<file path="src/rtl/paddle_input_ctrl.sv">
// paddle_input_ctrl
// Front end for the paddle stage. Raw encoder and button inputs are
// synchronised, debounced, decoded into +1/-1 step requests, merged into a
// saturating signed pending counter, and replayed to the paddle shifter as
// clean up/down pulses, each followed by an enforced low gap.
//
// state      | meaning
// -----------+-----------------------------------------------------------
// S_IDLE     | no pulse in flight; launch one as soon as pend is non-zero
// S_PULSE_UP | driving up high for PULSE_CYCLES cycles
// S_PULSE_DN | driving down high for PULSE_CYCLES cycles
// S_GAP      | both outputs low for PULSE_CYCLES cycles before the next step

module paddle_input_ctrl #(
  parameter int DEBOUNCE_CYCLES = 1000,
  parameter int REPEAT_DELAY    = 500000,
  parameter int REPEAT_PERIOD   = 100000,
  parameter int PULSE_CYCLES    = 4,
  parameter int PEND_MAX        = 7
) (
  input  logic clk,
  input  logic reset,
  input  logic enc_a,
  input  logic enc_b,
  input  logic btn_up,
  input  logic btn_down,
  output logic up,
  output logic down
);

  localparam int RPT_MAX = (REPEAT_DELAY > REPEAT_PERIOD) ? REPEAT_DELAY : REPEAT_PERIOD;
  localparam int DW = $clog2(DEBOUNCE_CYCLES + 1);
  localparam int RW = $clog2(RPT_MAX + 1);
  localparam int TW = $clog2(PULSE_CYCLES + 1);
  localparam int PW = $clog2(PEND_MAX + 1) + 1;
  localparam int SW = PW + 2;

  localparam logic [DW-1:0] DB_LAST       = DW'(DEBOUNCE_CYCLES - 1);
  localparam logic [RW-1:0] RPT_DLY_LOAD  = RW'(REPEAT_DELAY - 1);
  localparam logic [RW-1:0] RPT_PER_LOAD  = RW'(REPEAT_PERIOD - 1);
  localparam logic [TW-1:0] PULSE_LOAD    = TW'(PULSE_CYCLES - 1);
  localparam logic signed [SW-1:0] ONE    = SW'(1);
  localparam logic signed [SW-1:0] PMAX_S = SW'(PEND_MAX);
  localparam logic signed [SW-1:0] PMIN_S = -PMAX_S;
  localparam logic signed [PW-1:0] PMAX_P = PW'(PEND_MAX);
  localparam logic signed [PW-1:0] PMIN_P = -PMAX_P;

  // bit positions inside the packed input vectors
  localparam int I_A  = 3;
  localparam int I_B  = 2;
  localparam int I_UP = 1;
  localparam int I_DN = 0;

  typedef enum logic [1:0] {
    S_IDLE     = 2'd0,
    S_PULSE_UP = 2'd1,
    S_PULSE_DN = 2'd2,
    S_GAP      = 2'd3
  } state_t;

  logic [3:0] raw;
  logic [3:0] sync1_q, sync1_d;
  logic [3:0] sync2_q, sync2_d;

  logic [3:0]    db_q, db_d;
  logic [3:0]    db_prev_q, db_prev_d;
  logic [DW-1:0] db_cnt_q [4];
  logic [DW-1:0] db_cnt_d [4];

  logic enc_step_up, enc_step_dn;

  // index 1 = up button, index 0 = down button
  logic [1:0]    rpt_act_q, rpt_act_d;
  logic [RW-1:0] rpt_tmr_q [2];
  logic [RW-1:0] rpt_tmr_d [2];
  logic [1:0]    btn_req;
  logic          both_held;

  logic signed [SW-1:0] net_req;
  logic signed [SW-1:0] consumed;
  logic signed [SW-1:0] pend_sum;
  logic signed [PW-1:0] pend_q, pend_d;
  logic                 pend_pos, pend_neg;

  state_t        state_q, state_d;
  logic [TW-1:0] tmr_q, tmr_d;
  logic          up_q, up_d;
  logic          down_q, down_d;
  logic          launch_ok;

  assign raw = {enc_a, enc_b, btn_up, btn_down};

  // two-flop synchroniser on every raw input
  always_comb begin
    sync1_d = raw;
    sync2_d = sync1_q;
  end

  always_ff @(posedge clk) begin
    if (!reset) begin
      sync1_q <= '0;
      sync2_q <= '0;
    end else begin
      sync1_q <= sync1_d;
      sync2_q <= sync2_d;
    end
  end

  // debounce: count consecutive disagreeing samples, flip once the run is long enough
  always_comb begin
    db_d      = db_q;
    db_prev_d = db_q;
    for (int i = 0; i < 4; i++) begin
      db_cnt_d[i] = '0;
      if (sync2_q[i] != db_q[i]) begin
        if (db_cnt_q[i] == DB_LAST) begin
          db_d[i] = ~db_q[i];
        end else begin
          db_cnt_d[i] = db_cnt_q[i] + 1'b1;
        end
      end
    end
  end

  always_ff @(posedge clk) begin
    if (!reset) begin
      db_q      <= '0;
      db_prev_q <= '0;
      for (int i = 0; i < 4; i++) begin
        db_cnt_q[i] <= '0;
      end
    end else begin
      db_q      <= db_d;
      db_prev_q <= db_prev_d;
      for (int i = 0; i < 4; i++) begin
        db_cnt_q[i] <= db_cnt_d[i];
      end
    end
  end

  // encoder decode: only entry into detent 00 produces a step; the previous
  // debounced value doubles as the tracked state, so invalid jumps just update it
  always_comb begin
    enc_step_up = (db_q[I_A:I_B] == 2'b00) && (db_prev_q[I_A:I_B] == 2'b10);
    enc_step_dn = (db_q[I_A:I_B] == 2'b00) && (db_prev_q[I_A:I_B] == 2'b01);
  end

  // button press and auto-repeat; a held pair of buttons parks both timers
  always_comb begin
    both_held = db_q[I_UP] & db_q[I_DN];
    rpt_act_d = rpt_act_q;
    btn_req   = '0;
    for (int b = 0; b < 2; b++) begin
      rpt_tmr_d[b] = rpt_tmr_q[b];
      if (!db_q[b] || both_held) begin
        rpt_act_d[b] = 1'b0;
        rpt_tmr_d[b] = '0;
      end else if (!rpt_act_q[b]) begin
        // first held cycle: a genuine press emits, a restart after the
        // other button lets go only arms the timer
        rpt_act_d[b] = 1'b1;
        rpt_tmr_d[b] = RPT_DLY_LOAD;
        btn_req[b]   = ~db_prev_q[b];
      end else if (rpt_tmr_q[b] == '0) begin
        btn_req[b]   = 1'b1;
        rpt_tmr_d[b] = RPT_PER_LOAD;
      end else begin
        rpt_tmr_d[b] = rpt_tmr_q[b] - 1'b1;
      end
    end
  end

  always_ff @(posedge clk) begin
    if (!reset) begin
      rpt_act_q <= '0;
      for (int b = 0; b < 2; b++) begin
        rpt_tmr_q[b] <= '0;
      end
    end else begin
      rpt_act_q <= rpt_act_d;
      for (int b = 0; b < 2; b++) begin
        rpt_tmr_q[b] <= rpt_tmr_d[b];
      end
    end
  end

  // pending counter: add net requests, remove the step the FSM just took, saturate
  always_comb begin
    net_req = '0;
    if (enc_step_up)    net_req = net_req + ONE;
    if (enc_step_dn)    net_req = net_req - ONE;
    if (btn_req[I_UP])  net_req = net_req + ONE;
    if (btn_req[I_DN])  net_req = net_req - ONE;
    pend_sum = {{(SW - PW){pend_q[PW-1]}}, pend_q} + net_req - consumed;
    if (pend_sum > PMAX_S) begin
      pend_d = PMAX_P;
    end else if (pend_sum < PMIN_S) begin
      pend_d = PMIN_P;
    end else begin
      pend_d = pend_sum[PW-1:0];
    end
  end

  always_ff @(posedge clk) begin
    if (!reset) begin
      pend_q <= '0;
    end else begin
      pend_q <= pend_d;
    end
  end

  // output sequencer next state; the last GAP cycle takes the same launch
  // decision IDLE would, which keeps back-to-back steps 2*PULSE_CYCLES apart
  always_comb begin
    pend_pos  = !pend_q[PW-1] && (pend_q != '0);
    pend_neg  = pend_q[PW-1];
    launch_ok = (state_q == S_IDLE) || ((state_q == S_GAP) && (tmr_q == '0));
    state_d   = state_q;
    tmr_d     = tmr_q;
    consumed  = '0;
    if (launch_ok) begin
      if (pend_pos) begin
        state_d  = S_PULSE_UP;
        tmr_d    = PULSE_LOAD;
        consumed = ONE;
      end else if (pend_neg) begin
        state_d  = S_PULSE_DN;
        tmr_d    = PULSE_LOAD;
        consumed = -ONE;
      end else begin
        state_d  = S_IDLE;
        tmr_d    = '0;
      end
    end else begin
      case (state_q)
        S_PULSE_UP, S_PULSE_DN: begin
          if (tmr_q == '0) begin
            state_d = S_GAP;
            tmr_d   = PULSE_LOAD;
          end else begin
            tmr_d = tmr_q - 1'b1;
          end
        end
        S_GAP: begin
          tmr_d = tmr_q - 1'b1;
        end
        default: begin
          state_d = S_IDLE;
          tmr_d   = '0;
        end
      endcase
    end
    up_d   = (state_d == S_PULSE_UP);
    down_d = (state_d == S_PULSE_DN);
  end

  // output sequencer state, pulse timer and registered outputs
  always_ff @(posedge clk) begin
    if (!reset) begin
      state_q <= S_IDLE;
      tmr_q   <= '0;
      up_q    <= 1'b0;
      down_q  <= 1'b0;
    end else begin
      state_q <= state_d;
      tmr_q   <= tmr_d;
      up_q    <= up_d;
      down_q  <= down_d;
    end
  end

  assign up   = up_q;
  assign down = down_q;

endmodule

</file>
<file path="config.mk">
export PLATFORM = sky130hd
export DESIGN_NAME = paddle_input_ctrl
export DESIGN_NICKNAME = d
export VERILOG_FILES = /design/src/rtl/paddle_input_ctrl.sv
export SDC_FILE = /design/constraint.sdc
export NUM_CORES = 1
export LEC_CHECK = 0
export CORE_MARGIN = 2
export CORE_UTILIZATION = 48
export DETAILED_ROUTE_END_ITERATION = 12
export PLACE_DENSITY = 0.66
export SLEW_MARGIN = 40
export SYNTH_ARGS = -nofsm -noshare
export SYNTH_HDL_FRONTEND = slang
export SYNTH_SLANG_ARGS = --single-unit
export TNS_END_PERCENT = 20
</file>
<file path="constraint.sdc">
create_clock -name clk -period 5.6 [get_ports clk]
set_clock_uncertainty 0.15 [all_clocks]
set_input_delay 1.12 -clock clk [delete_from_list [all_inputs] [get_ports clk]]
set_output_delay 1.12 -clock clk [all_outputs]
set_load 0.02 [all_outputs]
</file>
# Word-level counts from Yosys, hierarchy flattened
# Memory sizes are Yosys's and may differ from the RTL's.
# Index checks and enable logic that the tools add are counted.
[word_totals] inputBits=6 register_bits=29 word_cells=130 memories=2 ram_bits=78
[memory_table] name="db_cnt_q" depth=4 width=10 read_ports=4 rd_clocked_by_memory_dff=0 wr=4 line_no="67" text="logic [DW-1:0] db_cnt_q [4];"
[memory_table] name="rpt_tmr_q" depth=2 width=19 read_ports=2 rd_clocked_by_memory_dff=0 wr=2 line_no="74" text="logic [RW-1:0] rpt_tmr_q [2];"
[op_classes] mux=49 bitwise_logic=14 reduce_logical=22 eq_ne=15 order_cmp=2 n_addsub=12
[ops] operator="$mux 19" count=8
[ops] operator="$mux 10" count=12
[ops] operator="$add 10x1->10 const B" count=4
[ops] operator="$eq 10x10->1 const B" count=4
[ops] operator="$logic_not 19->1" count=2
[ops] operator="$sub 19x1->19 const B" count=2
[ops] operator="$mux 6" count=6
[ops] operator="$mux 2" count=6
[ops] operator="$sub 6x2->6 const B" count=2
[ops] operator="$mux 1" count=11
[ops] operator="$mux 3" count=3
[ops] operator="$eq 2x2->1 const B" count=4
[ops] operator="$reduce_and 2->1" count=4
[ops] operator="$not 1->1" count=7
[ops] operator="$add 6x2->6 const B" count=1
[ops] operator="$add 6x6->6" count=1
[ops] operator="$eq 2x1->1 const B" count=3
[ops] operator="$gt 6x4->1 const B" count=1
[ops] operator="$lt 6x4->1 const B" count=1
[ops] operator="$or 1x1->1" count=6
[ops] operator="$pmux 3 s2" count=1
[ops] operator="$sub 6x6->6" count=1
[ops] operator="$logic_and 1x1->1" count=4
[ops] operator="$logic_not 2->1" count=2
[ops] operator="other kinds (10)" count=18

# Logic depth before layout (Yosys ltp)
# Gate-level depths: netlist of the first run.
[depth] ltp_word=14 mapped_depth=20 mapped_depth_nobuf=20

# Least setup slack after synthesis of the first run
# OpenSTA, ideal clock, no wires.
[synth_path] kind="register to register" from="memory rpt_tmr_q[0][31] (netlist bit)" to="register pend_q[1]" period_less_slack_ns=4.980 slack_ns=0.620 stages_incl_launch_ff=18 t_arrival_ns=4.738 setup_time_ns=0.092 required_ns=5.358 path_buffers=0 path_cell_list="dfxtp_1 -> or4_1 -> nor3_1 -> nand2_1 -> nand2_1 -> nand3_1 -> fa_1 -> mux2i_2 -> inv_1 -> a41oi_1 -> fa_1 -> fa_1 -> nand2b_1 -> a21oi_1 -> xor2_1 -> a32oi_1 -> mux2_4 -> o32ai_1"
[synth_lines] item="start: declaration" line_no="74"
[synth_lines] item="end signal: assignment" line_no="208" text="pend_q <= pend_d;"
[synth_lines] item="end: declaration" line_no="82" text="logic signed [PW-1:0] pend_q, pend_d;"

==> summary.md, run 1 <==
| Metric | Value |
|---|---|
| Status | completed |
| Core Area | between 10000 and 15000 sq um |
| Fin. Hold Viols | 0 |
| R2r setup slk | 430 ps |
| R2R cell count | 17 |
| Hold-fix buffers at CTS | 0 |
| WL final | 8.83 mm |
| Max VDD drop | between 0.2 and 0.25 mV |
| EDFF count, synth | 0 |
| Tot GR Track Use | 0.168 |
| Placer congestion estimate | 0.893 |
| Post-route ant nets | 0 |
| Root buffer cell | clkbuf_8 |
| WHS Path Cells | 1 |
| Power Density | 390 nW/um^2 |
| Net Sw Frac | 0.357 |
| Comb power frac | 0.408 |
| Max layer used | met4 |
| CTS tree | yes |
| Avg Inst Size Synth | 8.77 sq um |
| Yosys Warn Count | 0 |
| Vias | 3833 |
| CP Max Fanout | 9 |
| Initial drt markers | 136 |
| Crit path DAT | between 5000 and 6000 ps |
| Post-synth ARST share | 0 |
| WL met1 | 4.39 mm |
| Synth Instances | around 580 |
| Antenna cells | 0 |
| Sequential Power Share | 0.384 |
| Syn Std Cell Area | 5110 sq um |
| Final instance area | 5520 sq um |
| HP Class | register to register |
| CP required | ~5700 ps |
| Fin nets | roughly 630 |
| Worst-Margin Slew | 680 ps |
| Max Clock Freq | 0.194 GHz |
| Total Neg Setup Slack | 0 ps |
| Post-DP HPWL | 6.48 mm |
| Port buffer count | 7 |
| Vias in the first global route | about 3600 |
| Startpoint Class | register |
| Residual DRC | 0 |
| Synth Net Count | 616 |
| P_sw | 0.768 mW |
| Yosys top cell area share | 0.419 |
| Register area share after synthesis | 0.419 |
| Internal | 1.38 mW |
| Max_cap viols | 0 |
| H-Tree Depth | 3 |
| CTS sink cnt | approximately 110 |
| Via-to-Cell Ratio | 5.23 |
| Top Ports | 8 |
| Area growth, synth to finish | 7.98% |
| Initial antenna violation count | 0 |
| Fin crit period | 5170 ps |
| Dominant cell by count in the synthesized netlist | dfxtp_1 |
| Postcts setup bufs | 0 |
| Slew Limit Fails | 0 |
| Initial Util | 0.495 |
| Setup-failing EPs final | 0 |
| Synth cell types | 54 |
| # rows | 37 |
| Synth top cells by count | dfxtp_1, nor2_1, nand2_1 |
| First-pass GRT wire length | 15.6 mm |
| DR WL/cell | 12.0 um |
| P_leak | 2.30 nW |
| Critical path class | register to register |
| Die area | 11500 sq um |
| Placed instance count | roughly 700 |
| Cell taking the most area after synthesis | dfxtp_1 |
| Met2 wire len | between 4 and 5 mm |
| Pin count of the biggest net entering global routing | 23 |
| Clk Latency, worst-skew pair | 380 ps |
| Total power | roughly 2.2 mW |
| Total CTS buffers | 9 |
| CTS Buffer Depth | 2 |
| Top_reg_cell synth | dfxtp_1 |
| Flops & latches, synth | between 100 and 150 |
| Critical Path End Type | register |
| Fin crit share | 0.923 |
| Relative slew slack | 0.543 |
| Top post-synthesis cells by area | dfxtp_1, xnor2_1, nor2_1, ha_1, xor2_1 |
| Placed Instance Area | 5330 sq um |
| Clock power frac | 0.208 |
| Hold slack | 289 ps |
| Unrepaired setup endpoints after global routing | false |
| Die Y | ~110 um |
| Post-Layout Cell Count | 733 |
| Die width | 107 um |
| Layout cells sized above 1 | 0.0452 |
| Drt pass-1 iters | 4 |
| CTS clk-pin slew, worst paths | around 100 ps |
| Gr ovfl total | 0 |
| Metal3 WL | 252 um |
routing by layer:
metal  vias to the layer above  GRT usage
met5                         -          0
met4                         0     0.0761
met3                        11     0.0359
met2                        48      0.273
met1                      1770      0.214
li1                       2004          -
power by group through the flow:
stage | logic [mW] | clock network, mW | registers [mW]
3_3_place_gp | 0.843 | 0 | 0.844
6_report | 0.878 | 0.446 | 0.826
5_1_grt | 0.982 | 0.491 | 0.832
2_1_floorplan | 0.702 | 0 | 0.844
3_5_place_dp | 0.868 | 0 | 0.845
4_1_cts | 0.873 | 0.463 | 0.827
area by class of cell:
class / count / area (sq um)
Clock inverter: 4 / 23.8
Fill cell: 957 / 4800
Timing Repair Buffer: 9 / 85.1
Multi-Input combinational cell: 427 / 2790
Inverter: 38 / 143
Tap cell: 136 / 170
Sequential cell: 107 / 2140
Clock buffer: 12 / 165
per-stage QoR:
step | setup slack (ps) | utilization
2_1_floorplan | 620 | -
3_3_place_gp | 583 | 0.516
3_5_place_dp | 394 | 0.516
4_1_cts | 356 | 0.534
5_1_grt | 107 | 0.535
6_report | 432 | 0.535
worst paths after layout:
| path | endpoint | from |
|---|---|---|
| min reg2reg | sync2_q[3] | sync1_q[3] |
| max | pend_q[1] | rpt_tmr_q[0][31] |
| min | sync2_q[3] | sync1_q[3] |
| max reg2reg | pend_q[1] | rpt_tmr_q[0][31] |
placed cells by master, fill, tap and decap left out, types with 4 or more instances in the layout:
cell type / count
nand2_1: 43
a21oi_1: 32
or3_1: 5
inv_1: 38
nor2_1: 81
nand4_1: 11
and2_1: 18
xor2_1: 25
nor4_1: 9
and3_1: 7
nand3_1: 20
nand3b_1: 4
o21ai_0: 12
clkdlybuf4s50_1: 7
nand2b_1: 4
fa_1: 6
or4_1: 8
nor3_1: 21
nor2b_1: 4
xnor2_1: 42
mux2i_1: 6
clkbuf_8: 12
ha_1: 21
dfxtp_1: 107
critical path, cell delays in order, from the launching register on:
cell      delay, ps
dfxtp_1         350
or4_1           630
nor3_2          260
nand2_1         230
nand2_1         150
nand3_1         100
fa_1            390
mux2i_2         180
inv_1           110
a41oi_1         210
fa_1            500
fa_1            470
nand2b_1        160
a21oi_1         240
xor2_1          290
a32oi_1         140
mux2_4          300
o32ai_1         230
sequential cells by signal, summed over array words and instances, names as in the netlist:
| register | cells |
|---|---|
| db_cnt_q | 40 |
| rpt_tmr_q | 38 |
| db_prev_d | 4 |
| db_prev_q | 4 |
| pend_q | 4 |
| sync1_q | 4 |
| sync2_q | 4 |
| tmr_q | 3 |
| rpt_act_q | 2 |
| state_q | 2 |
| down | 1 |
| up | 1 |
repair_timing:
action,CTS,global route
setup endpoints to repair,0,1
gates resized for setup,0,1
hold endpoints to repair,0,0
cells by family after synthesis:
logic type / synth area share
AND/OR/NAND/NOR: 0.243
multiplexers: 0.0174
buffers and inverters: 0.0360
XOR/XNOR: 0.115
adder cells (fa/ha/maj): 0.0749
AO/OA/AOI/OAI: 0.0955
flip-flops: 0.419
No activity file was read; power rests on OpenSTA's default activity.
==> run 2, diff against run 1 <==
--- a/config.mk
+++ b/config.mk
@@ -9,7 +9,8 @@
 export CORE_UTILIZATION = 48
 export DETAILED_ROUTE_END_ITERATION = 12
 export PLACE_DENSITY = 0.66
-export SLEW_MARGIN = 40
+export SETUP_SLACK_MARGIN = 0.5
+export SLEW_MARGIN = 5
 export SYNTH_ARGS = -nofsm -noshare
 export SYNTH_HDL_FRONTEND = slang
 export SYNTH_SLANG_ARGS = --single-unit
==> run 2 against run 1 <==
Net effect: setup slack gained 270 ps; global-route usage unchanged; sequential power barely moved; fmax is 5.5% higher; routed wire length up 1.6%; cell count up 0.41%; critical path type unchanged; largest power group unchanged.
==> summary.md, run 2 (synthesized netlist as in run 1, its figures left out) <==
| Metric | Value |
|---|---|
| HP Class | register to register (unchanged) |
| Root buffer cell | clkbuf_8 (unchanged) |
| Clk Latency, worst-skew pair | 370 ps (was 380 ps) |
| Post-route ant nets | 0 (unchanged) |
| Residual DRC | 0 (unchanged) |
| Startpoint Class | register (unchanged) |
| Antenna cells | 0 (unchanged) |
| Critical Path End Type | register (unchanged) |
| CTS clk-pin slew, worst paths | 100 ps (about the same) |
| Max_cap viols | 0 (unchanged) |
| Initial antenna violation count | 0 (unchanged) |
| Setup-failing EPs final | 0 (unchanged) |
| Pin count of the biggest net entering global routing | 23 (unchanged) |
| Fin. Hold Viols | 0 (unchanged) |
| Filler cell count | 954 (was 957) |
| H-Tree Depth | 3 (unchanged) |
| Hold slack | 290 ps (was 289 ps) |
| Fin nets | 628 (was 625) |
| WL final | 8.97 mm (was 8.83 mm) |
| Fin crit share | 0.875 (was 0.923) |
| Dpl ws | 394 ps (unchanged) |
| Slew Limit Fails | 0 (unchanged) |
| Die area | 11500 sq um (unchanged) |
| Status | completed (unchanged) |
| Vias in the first global route | 3659 (was 3644) |
| Total CTS buffers | 9 (unchanged) |
| Top Ports | 8 (unchanged) |
| DR WL/cell | 12.2 um (was 12.0 um) |
| Most frequent cells in the layout | dfxtp_1, nor2_1, xnor2_1, nand2_1, inv_1 (was dfxtp_1, nor2_1, nand2_1) |
| Post-DP HPWL | 6.48 mm (unchanged) |
| Fin crit period | 4900 ps (was 5170 ps) |
| Unrepaired setup endpoints after global routing | true (was false) |
| CTS tree | yes (unchanged) |
| Worst-Margin Slew | 683 ps (was 680 ps) |
| CTS sink cnt | 107 (unchanged) |
| Initial Util | 0.495 (unchanged) |
| Gr ovfl total | 0 (unchanged) |
| Hold-fix buffers at CTS | 0 (unchanged) |
| Max Clock Freq | 0.204 GHz (was 0.194 GHz) |
| CTS Buffer Depth | 2 (unchanged) |
| Final worst slack | 700 ps (was 432 ps) |
| Placed Instance Area | 5330 sq um (unchanged) |
| Die width | 107 um (unchanged) |
| Area growth, synth to finish | 9.03% (was 7.98%) |
| Top Registers | db_cnt_q x40, rpt_tmr_q x38 (unchanged) |
| Port buffer count | 7 (unchanged) |
| Total Neg Setup Slack | 0 ps (unchanged) |
| P_leak | 2.32 nW (was 2.30 nW) |
| Placer congestion estimate | 0.893 (unchanged) |
| Initial drt markers | 113 (was 136) |
| Max reg flops | 40 (unchanged) |
| Power Density | 396 nW/um^2 (was 390 nW/um^2) |
| Vias | 3877 (was 3833) |
| Biggest register | db_cnt_q (unchanged) |
| Max VDD drop | 0.235 mV (was 0.222 mV) |
| Final instance area | 5570 sq um (was 5520 sq um) |
| Critical path class | register to register (unchanged) |
| Via-to-Cell Ratio | 5.27 (was 5.23) |
| Drt pass-1 iters | 4 (unchanged) |
| Crit path DAT | 5030 ps (was 5300 ps) |
| CP required | 5730 ps (about the same) |
| Core Area | 10300 sq um (unchanged) |
| Tot GR Track Use | 0.168 (unchanged) |
| Most common cell after layout, fill and taps aside | dfxtp_1 (unchanged) |
| # rows | 37 (unchanged) |
| Die Y | 107 um (unchanged) |
| CP Max Fanout | 5 (was 9) |
| First-pass GRT wire length | 15.6 mm (unchanged) |
| Relative slew slack | 0.540 (was 0.543) |
| Layout cells sized above 1 | 0.0600 (was 0.0452) |
-- run 2: cell count changes in the layout (fill, tap and decap cells not counted), sizes merged --
cell / change
buf: +3
-- run 2: repair_timing --
| action | 4_1_cts | 5_1_grt |
|---|---|---|
| setup endpoints to repair | 3 | 4 |
| endpoints found under the hold margin | 0 | 0 |
| pin swaps | 0 | 4 |
| gates resized for setup | 2 | 6 |
| setup buffers | 0 | 3 |
-- run 2: power breakdown --
part           internal, mW  switching [mW]  leakage [nW]
Combinational         0.410           0.526          1.35
Sequential            0.800          0.0256         0.866
Clock                 0.197           0.249         0.102
-- run 2: worst paths after layout --
path | start | end | slack [ps] | depth (start not counted)
worst max-delay path | rpt_tmr_q[0][19] | pend_q[2] | 700 | 19
worst min-delay path | sync1_q[3] | sync2_q[3] | 290 | 1
worst max register to register | rpt_tmr_q[0][19] | pend_q[2] | 700 | 19
worst min register to register | sync1_q[3] | sync2_q[3] | 290 | 1
-- run 2: routing by layer --
metal  global-route usage  routed length, um
met3               0.0359                257
met1                0.213               4410
met2                0.274               4170
met5                    0                  0
met4               0.0761                132
-- run 2: cell type report --
cell class	count	area, sq um	share of cell area
Multi-Input combinational cell	427	2820	0.506
Sequential cell	107	2140	0.384
Tap cell	136	170	0.0305
Clock buffer	12	165	0.0296
Inverter	38	143	0.0256
Timing Repair Buffer	12	108	0.0193
Clock inverter	4	23.8	0.00426
-- run 2: worst max-delay path, stage by stage (launching register included) --
cell      delay [ps]
dfxtp_1          350
inv_1             90
ha_1             140
or4b_1           450
nor3_2           230
nand2_2          100
nand2_1          120
nand3_1          100
fa_1             390
mux2i_2          180
inv_1            120
a41oi_2          200
fa_1             470
fa_2             420
nand2b_1         180
a21oi_2          260
xor2_2           210
a32oi_1          120
mux2_4           300
o32ai_1          220
-- run 2: metrics by stage --
stage	util	power, mW	instances
final	0.540	2.21	736
after global routing	0.540	2.36	736
after CTS	0.535	2.16	733
after detailed placement	0.516	1.71	717
after global placement	0.516	1.69	717
after floorplan	-	1.55	583
==> run 3, diff against run 2 <==
--- a/config.mk
+++ b/config.mk
@@ -5,10 +5,11 @@
 export SDC_FILE = /design/constraint.sdc
 export NUM_CORES = 1
 export LEC_CHECK = 0
+export CORE_ASPECT_RATIO = 0.5
 export CORE_MARGIN = 2
-export CORE_UTILIZATION = 48
+export CORE_UTILIZATION = 50
 export DETAILED_ROUTE_END_ITERATION = 12
-export PLACE_DENSITY = 0.66
+export PLACE_DENSITY = 0.68
 export SETUP_SLACK_MARGIN = 0.5
 export SLEW_MARGIN = 5
 export SYNTH_ARGS = -nofsm -noshare
==> run 3 against run 2 <==
Net effect: sequential power hardly changed; flip-flop and latch count stayed put; total power is 13% higher; utilization is 2.8 points higher; combinational power is 8% higher; cell area is 2.7% higher; setup slack better by 11 ps; sequential share of layout area is 1.0 points lower; first-iteration DRC count is 140% higher; non-clock buffer count is 1 lower; largest cell class unchanged; critical path depth stayed put.
==> summary.md, run 3 (synthesized netlist as in run 1, its figures left out) <==
| Metric | Value |
|---|---|
| CTS sink cnt | 107 (unchanged) |
| Port buffer count | 7 (unchanged) |
| Post-Layout Cell Count | 739 (was 736) |
| Critical path class | register to register (unchanged) |
| Die area | 11100 sq um (was 11500 sq um) |
| Die Y | 75.5 um (was 107 um) |
| Max VDD drop | 0.289 mV (was 0.235 mV) |
| DR WL/cell | 12.2 um (about the same) |
| Setup-failing EPs final | 0 (unchanged) |
| Worst path most repeated cell | fa_1 |
| Most common cell after layout, fill and taps aside | dfxtp_1 (unchanged) |
| CTS Buffer Depth | 2 (unchanged) |
| Dpl ws | 400 ps (was 394 ps) |
| Status | completed (unchanged) |
| Fin crit period | 4890 ps (was 4900 ps) |
| Tot GR Track Use | 0.171 (was 0.168) |
| Initial Util | 0.507 (was 0.495) |
| CP cell instances | inv_1 -> ha_1 -> or4b_4 -> nor3_4 -> nand2_4 -> nand2_2 -> nand3_1 -> fa_1 -> mux2i_2 -> inv_2 -> a41oi_2 -> fa_1 -> fa_2 -> nand2b_1 -> a21oi_4 -> xor2_2 -> a32oi_1 -> mux2_4 -> o32ai_1 (was inv_1 -> ha_1 -> or4b_1 -> nor3_2 -> nand2_2 -> nand2_1 -> nand3_1 -> fa_1 -> mux2i_2 -> inv_1 -> a41oi_2 -> fa_1 -> fa_2 -> nand2b_1 -> a21oi_2 -> xor2_2 -> a32oi_1 -> mux2_4 -> o32ai_1) |
| CTS tree | yes (unchanged) |
| Buf/Inv on CP | 2 (unchanged) |
| CTS clk-pin slew, worst paths | 70 ps (was 100 ps) |
| CP required | 5710 ps (was 5730 ps) |
| First-pass GRT wire length | 15.2 mm (was 15.6 mm) |
| Top Registers | db_cnt_q x40, rpt_tmr_q x38 (unchanged) |
| Max_cap viols | 0 (unchanged) |
| Final worst slack | 711 ps (was 700 ps) |
| Power Density | 436 nW/um^2 (was 396 nW/um^2) |
| Post-route ant nets | 0 (unchanged) |
| Slowest-stage cell, CP | or4b_4 (was fa_1) |
| Crit path DAT | 5000 ps (was 5030 ps) |
| Initial antenna violation count | 0 (unchanged) |
| Slew Limit Fails | 0 (unchanged) |
| Via-to-Cell Ratio | 5.21 (was 5.27) |
| Hold-fix buffers at CTS | 0 (unchanged) |
| Residual DRC | 0 (unchanged) |
| Top Ports | 8 (unchanged) |
| Fin. Hold Viols | 0 (unchanged) |
| Vias in the first global route | 3463 (was 3659) |
| Gr ovfl total | 0 (unchanged) |
| Max reg flops | 40 (unchanged) |
| Worst-Margin Slew | 791 ps (was 683 ps) |
| Root buffer cell | clkbuf_16 (was clkbuf_8) |
| Post-layout util | 0.568 (was 0.540) |
| Clk Latency, worst-skew pair | 350 ps (was 370 ps) |
| Core Area | 10100 sq um (was 10300 sq um) |
| CP Max Fanout | 9 (was 5) |
| Unrepaired setup endpoints after global routing | false (was true) |
| Initial drt markers | 271 (was 113) |
| Startpoint Class | register (unchanged) |
| Area growth, synth to finish | 12.0% (was 9.03%) |
| Vias | 3847 (was 3877) |
| Layout cells sized above 1 | 0.0651 (was 0.0600) |
| CP delay by family, top | adder cells (unchanged) |
| Critical Path Max Stage Delay | 470 ps (about the same) |
| Max Clock Freq | 0.205 GHz (was 0.204 GHz) |
| Placed instance count | 720 (was 717) |
| Relative slew slack | 0.468 (was 0.540) |
| Fin nets | 627 (was 628) |
| R2r setup slk | 710 ps (was 700 ps) |
| Most frequent cells in the layout | dfxtp_1, nor2_1, xnor2_1 (was dfxtp_1, nor2_1, xnor2_1, nand2_1, inv_1) |
| P_leak | 2.37 nW (was 2.32 nW) |
| HP Class | register to register (unchanged) |
| Post-DP HPWL | 6.31 mm (was 6.48 mm) |
| Fin crit share | 0.873 (was 0.875) |
| Biggest register | db_cnt_q (unchanged) |
| Placer congestion estimate | 0.849 (was 0.893) |
| Total CTS buffers | 9 (unchanged) |
| Pin count of the biggest net entering global routing | 23 (unchanged) |
| Antenna cells | 0 (unchanged) |
| H-Tree Depth | 3 (unchanged) |
| Critical Path End Type | register (unchanged) |
| WL final | 9.00 mm (was 8.97 mm) |
| # rows | 26 (was 37) |
| Die width | 147 um (was 107 um) |
| Drt pass-1 iters | 4 (unchanged) |
| Total Neg Setup Slack | 0 ps (unchanged) |
run 3: changes by cell type in the layout (fill, tap and decap cells not counted), sizes merged:
cell,delta
clkinv,-4
bufinv,+1
clkinvlp,+1
buf,-1
inv,+4
clkbuf,-2
run 3: path summary, 6_finish.rpt:
check | start | endpoint | cells after the start
worst max-delay path | rpt_tmr_q[0][19] | pend_q[2] | 19
worst min-delay path | sync1_q[1] | sync2_q[1] | 1
worst max register to register | rpt_tmr_q[0][19] | pend_q[2] | 19
worst min register to register | sync1_q[1] | sync2_q[1] | 1
run 3: worst reg2reg max path, stage by stage, from the launching register on:
cell and delay, ps:
dfxtp_1 350, inv_1 90, ha_1 150, or4b_4 470, nor3_4 240, nand2_4 120
nand2_2 120, nand3_1 90, fa_1 390, mux2i_2 200, inv_2 90, a41oi_2 190
fa_1 460, fa_2 410, nand2b_1 210, a21oi_4 220, xor2_2 210, a32oi_1 130
mux2_4 290, o32ai_1 210
run 3: layout make-up:
type | instances | area, sq um
sequential | 107 | 2140
timing repair buffer | 11 | 100
fill | 917 | 4360
tap | 140 | 175
inverter | 38 | 143
clock inverter | 6 | 77.6
clock buffer | 10 | 239
multi-input combinational | 427 | 2850
run 3: metrics by stage:
stage	area (sq um)	hold slack [ps]	power [mW]
floorplan	5110	262	1.55
global placement	5320	266	1.69
detailed placement	5320	268	1.71
CTS	5650	292	2.39
global route	5730	303	2.66
finish	5730	288	2.50
run 3: timing repair:
action,in CTS,in global routing
endpoints found under the setup margin,3,4
endpoints found under the hold margin,0,0
cloned,0,0
resized for setup,3,13
pin swaps,0,3
buffers inserted,0,3
run 3: metal layers:
| metal | track usage | wire length [um] | up-vias |
|---|---|---|---|
| li1 | - | - | 2011 |
| met1 | 0.211 | 4580 | 1777 |
| met2 | 0.294 | 4000 | 44 |
| met3 | 0.0503 | 263 | 15 |
| met4 | 0.0662 | 151 | 0 |
| met5 | 0 | 0 | - |
run 3: power breakdown:
part	switching [mW]	leakage (nW)	internal, mW
logic	0.549	1.35	0.457
registers	0.0270	0.866	0.800
clock network	0.297	0.154	0.368
total	0.873	2.37	1.63
==> patch 1 (settings of run 2) <==
The parameter `REPEAT_DELAY` goes from 500000 to 125000.
--- a/src/rtl/paddle_input_ctrl.sv
+++ b/src/rtl/paddle_input_ctrl.sv
@@ -14,5 +14,5 @@
 module paddle_input_ctrl #(
   parameter int DEBOUNCE_CYCLES = 1000,
-  parameter int REPEAT_DELAY    = 500000,
+  parameter int REPEAT_DELAY    = 125000,
   parameter int REPEAT_PERIOD   = 100000,
   parameter int PULSE_CYCLES    = 4,
Formal check against the unedited RTL: no difference found for any inputs over 10 cycles, from zero or initial values and one cycle with reset low; that may be too few to reach the edited logic, so the function may still have changed.
==> patch 1 against run 2 <==
Sequential cell count shrank 4; non-clock buffer count shrank 5; synthesized area shrank 2.8%; worst hold slack is essentially flat; total power shrank 3.7%; final area shrank 4.0%; routed wire length shrank 1.8%; first-iteration DRC count grew 49%; worst setup slack gained 0.19 ns; highest routed layer unchanged; global-route usage grew 0.12 points; largest cell class unchanged.
==> patch 1: results (changes against run 2) <==
Syn nets: 591 (was 616)
Unique masters post-synth: 57 (was 54)
Vias in the first global route: 3566 (was 3659)
Sequential fraction of the synthesis area: 41.5% (was 41.9%)
Arrival time of the worst setup path: 4.84 ns (was 5.03 ns)
Placed cell areas: 0.00516 mm2 (was 0.00533 mm2)
Grt met3 use: 4.14% (was 3.59%)
Worst hold path endpoint: db_cnt_q[1][0]$_SDFF_PP0_ (was sync2_q[3]$_SDFF_PN0_)
Synthesis-stage register bit count: 103 (was 107)
GR Util met1: 20.8% (was 21.3%)
Final-layout clock buffer total: 11 (was 12)
Leak: 0.00214 uW (was 0.00232 uW)
VDD IR max: 0.263 mV (was 0.235 mV)
Comb_multi_in: 408 (was 427)
First-pass GRT wire length: 15.5 mm (was 15.6 mm)
Post-synth top cells: dfxtp_1, nor2_1, nand2_1, xnor2_1, inv_1 (was dfxtp_1, nor2_1, nand2_1)
Non-clk buf share: 1.31% (was 1.93%)
# nets final: 595 (was 628)
Launch point of the worst hold path: db_cnt_q[1][0]$_SDFF_PP0_ (was sync1_q[3]$_SDFF_PN0_)
Met2 global-route usage: 29.3% (was 27.4%)
Largest net degree at the start of global routing: 21 (was 23)
Final wirelength: 8.81 mm (was 8.97 mm)
WL met1: 4.35 mm (was 4.41 mm)
Met2 Wirelength: 4.14 mm (was 4.17 mm)
Buffers excl. clock: 7 (was 12)
Fin Hold WS: 0.290 ns (about the same)
Routability Congestion: 0.838 (was 0.893)
Post-Synthesis Mean Instance Area: 8.91 um2 (was 8.77 um2)
Total track usage: 16.9% (was 16.8%)
Worst path max stage delay: 0.54 ns (was 0.47 ns)
Clock-cell share of area: 3.37% (was 3.39%)
Initial DRC count: 168 (was 113)
Multi-input gate area in the final layout: 0.00274 mm2 (was 0.00282 mm2)
Hpwl dp: 6.23 mm (was 6.48 mm)
Clock slew at reported path FFs: 0.10 ns (about the same)
Storage cell area: 0.00206 mm2 (was 0.00214 mm2)
H-tree depth: 3 (unchanged)
Non-Clock Inverter Count: 33 (was 38)
Cells after DPL: 687 (was 717)
Setup WS pre-CTS: 0.848 ns (was 0.394 ns)
Share of cells above drive strength 1: 5.64% (was 6.00%)
Finished Layout Cells: 703 (was 736)
Top post-synthesis cells by area: dfxtp_1, xnor2_1, nor2_1 (unchanged)
Die area: 0.0112 mm2 (was 0.0115 mm2)
Slowest CP cell: or4_1 (was fa_1)
Synth Flop Type: dfxtp_1 (unchanged)
Outcome: completed (unchanged)
FILL cells: 962 (was 954)
Fmax: 212 MHz (was 204 MHz)
Via count: 3672 (was 3877)
Worst-Margin Slew: 0.711 ns (was 0.683 ns)
Biggest regs: db_cnt_q (40), rpt_tmr_q (34) (was db_cnt_q (40), rpt_tmr_q (38))
Finished Core Util: 52.5% (was 54.0%)
Reg2Reg Setup Slack: 0.89 ns (was 0.70 ns)
Worst reg2reg startpoint: rpt_tmr_q[0][28]$_SDFF_PP0_ (was rpt_tmr_q[0][19]$_SDFF_PP0_)
==> patch 1: worst max-delay path: cells and delay by family, from the launching register on <==
kind	cells	cell delay, ns
adder cells (fa/ha/maj)	3	1.22
AND/OR/NAND/NOR	4	0.99
AO/OA/AOI/OAI	4	0.73
multiplexers	2	0.65
flip-flops	1	0.35
XOR/XNOR	1	0.33
buffers and inverters	2	0.21
==> patch 1: kinds of logic (layout without fill, tap and decap cells) <==
kind of cell	after synthesis	count (layout)	synth area share (%)
multiplexers	7	7	1.59
adder cells (fa/ha/maj)	27	27	7.70
flip-flops	103	103	41.5
AND/OR/NAND/NOR	231	231	24.3
XOR/XNOR	63	63	11.1
buffers and inverters	47	56	3.55
AO/OA/AOI/OAI	80	80	10.3
==> patch 1: repair_timing <==
item | in CTS | in global routing
resized for setup | 0 | 3
setup endpoints to repair | 0 | 4
setup buffers | 0 | 0
==> patch 1: where the power goes <==
part	leakage, uW	total [uW]	switching (uW)	internal, uW
Clock	0.0000907	433	255	178
Combinational	0.00121	893	509	384
Sequential	0.000834	800	29.2	771
Total	0.00214	2130	793	1330
==> patch 1: worst max path at each step <==
stage,endpoint,cells past startpoint,from
after floorplan,pend_q[1]$_SDFF_PN0_,16,rpt_tmr_q[0][28]$_SDFF_PP0_
after global placement,pend_q[1]$_SDFF_PN0_,16,rpt_tmr_q[0][21]$_SDFF_PP0_
after detailed placement,pend_q[2]$_SDFF_PN0_,16,rpt_tmr_q[0][21]$_SDFF_PP0_
after CTS,pend_q[2]$_SDFF_PN0_,16,rpt_tmr_q[0][21]$_SDFF_PP0_
after global routing,pend_q[2]$_SDFF_PN0_,16,rpt_tmr_q[0][28]$_SDFF_PP0_
final,pend_q[2]$_SDFF_PN0_,16,rpt_tmr_q[0][28]$_SDFF_PP0_
==> patch 2 (config.mk and constraints of run 2) <==
Made on the original files. Register the output `down` once more, cleared by the reset; this adds one clock of latency there. The other outputs are not delayed to match. Comments in the files are not updated.
--- a/src/rtl/paddle_input_ctrl.sv
+++ b/src/rtl/paddle_input_ctrl.sv
@@ -271,5 +271,11 @@
 
   assign up   = up_q;
-  assign down = down_q;
+  always_ff @(posedge clk) begin
+    if (!reset) begin
+      down <= '0;
+    end else begin
+      down <= down_q;
+    end
+  end
 
 endmodule
Function: no difference found for any inputs over 10 cycles, from zero or initial values and one cycle with reset low; that may be too few to reach the edited logic, so the function may still have changed.
==> patch 2 against run 2 <==
Total power fell by 5.7%; routed wire length fell by 6.7%; die area fell by 1.6%; synthesized area fell by 1.6%; final area fell by 1.6%; sequential power rose by 0.8%; first-iteration DRC count rose by 19%; worst setup slack improved by 0.12 ns; sequential cell count rose by 1; critical endpoint is now pend_q[0]$_SDFF_PN0_.
==> patch 2: results (changes against run 2) <==
Finished Layout Cells: 722 (was 736)
Met2 global-route usage: 27.1% (was 27.4%)
# nets final: 615 (was 628)
Grt met3 use: 3.74% (was 3.59%)
Via count: 3659 (was 3877)
Worst hold path endpoint: db_cnt_q[3][0]$_SDFF_PP0_ (was sync2_q[3]$_SDFF_PN0_)
Yosys warns: 0 (unchanged)
Leak: 0.00229 uW (was 0.00232 uW)
Share of cells above drive strength 1: 4.61% (was 6.00%)
Met2 Wirelength: 4.05 mm (was 4.17 mm)
Routability Congestion: 0.797 (was 0.893)
Setup WS pre-CTS: 0.811 ns (was 0.394 ns)
Hpwl dp: 6.01 mm (was 6.48 mm)
Sequential fraction of the synthesis area: 43.0% (was 41.9%)
Worst reg2reg startpoint: rpt_tmr_q[0][31]$_SDFF_PP0_ (was rpt_tmr_q[0][19]$_SDFF_PP0_)
Initial DRC count: 134 (was 113)
Critical Path End: pend_q[0]$_SDFF_PN0_ (was pend_q[2]$_SDFF_PN0_)
Total track usage: 16.0% (was 16.8%)
WL met1: 4.06 mm (was 4.41 mm)
Post-synthesis xor/xnor area fraction: 12.2% (was 11.5%)
Crit-path max FO: 8 (was 5)
Unique masters post-synth: 44 (was 54)
Adder-cell share of the synthesized area: 7.86% (was 7.49%)
Launch point of the worst hold path: db_cnt_q[3][0]$_SDFF_PP0_ (was sync1_q[3]$_SDFF_PN0_)
Compound-Gate Fraction of Synth Area: 7.41% (was 9.54%)
Avg WL per Cell: 11.6 um (was 12.2 um)
Syn Inst Count: 573 (was 583)
Cells after DPL: 706 (was 717)
Worst-case reg-to-reg path depth: 17 (was 19)
Slew HR: 37.2% (was 54.0%)
Routed wl met3: 167 um (was 257 um)
Syn nets: 607 (was 616)
Fin Hold WS: 0.290 ns (about the same)
VDD IR max: 0.326 mV (was 0.235 mV)
Vias in the first global route: 3477 (was 3659)
Placed cell areas: 0.00523 mm2 (was 0.00533 mm2)
Post-synth top cells: dfxtp_1, nor2_1, nand2_1 (unchanged)
Most frequent cell after synthesis: dfxtp_1 (unchanged)
DR pass1 iterations: 4 (unchanged)
Period minus WS final: 4.78 ns (was 4.90 ns)
Clock slew at reported path FFs: 0.11 ns
GR Util met1: 20.0% (was 21.3%)
FILL cells: 958 (was 954)
Clock Tree Buf Depth: 2 (unchanged)
CTS resizes: 0 (was 2)
Routed Antenna Nets: 0 (unchanged)
Arrival time of the worst setup path: 4.90 ns (was 5.03 ns)
Critical path startpoint: rpt_tmr_q[0][31]$_SDFF_PP0_ (was rpt_tmr_q[0][19]$_SDFF_PP0_)
Top post-synthesis cells by area: dfxtp_1, xnor2_1, nor2_1 (unchanged)
Largest net degree at the start of global routing: 29 (was 23)
First-pass GRT wire length: 15.0 mm (was 15.6 mm)
H-tree depth: 3 (unchanged)
Reg2Reg Setup Slack: 0.82 ns (was 0.70 ns)
Outcome: completed (unchanged)
## patch 2: layout make-up
type,count,area (um2),area share (%)
repair buffers,7,70.1,1.28
well taps,136,170,3.10
clock inverters,7,114,2.08
flip-flops and latches,108,2160,39.4
inverters,36,135,2.46
multi-input cells,419,2710,49.4
clock buffers,9,124,2.26
## patch 2: critical path: stages (launching register included)
cell       delay (ns)
dfxtp_1          0.37
or4_4            0.59
nor4_4           0.27
a31oi_1          0.13
nor2_1           0.14
inv_1            0.07
fa_1             0.35
mux2_4           0.33
a21oi_1          0.17
fa_1             0.48
inv_1            0.09
ha_1             0.23
a211oi_1         0.30
o21a_1           0.23
o22a_1           0.19
nor2_2           0.08
xor2_2           0.19
a2111oi_2        0.32
## patch 2: power breakdown
group | internal [uW] | total [uW] | switching [uW]
clock | 264 | 543 | 279
combinational | 289 | 706 | 417
sequential | 806 | 833 | 27.3
total | 1360 | 2080 | 724
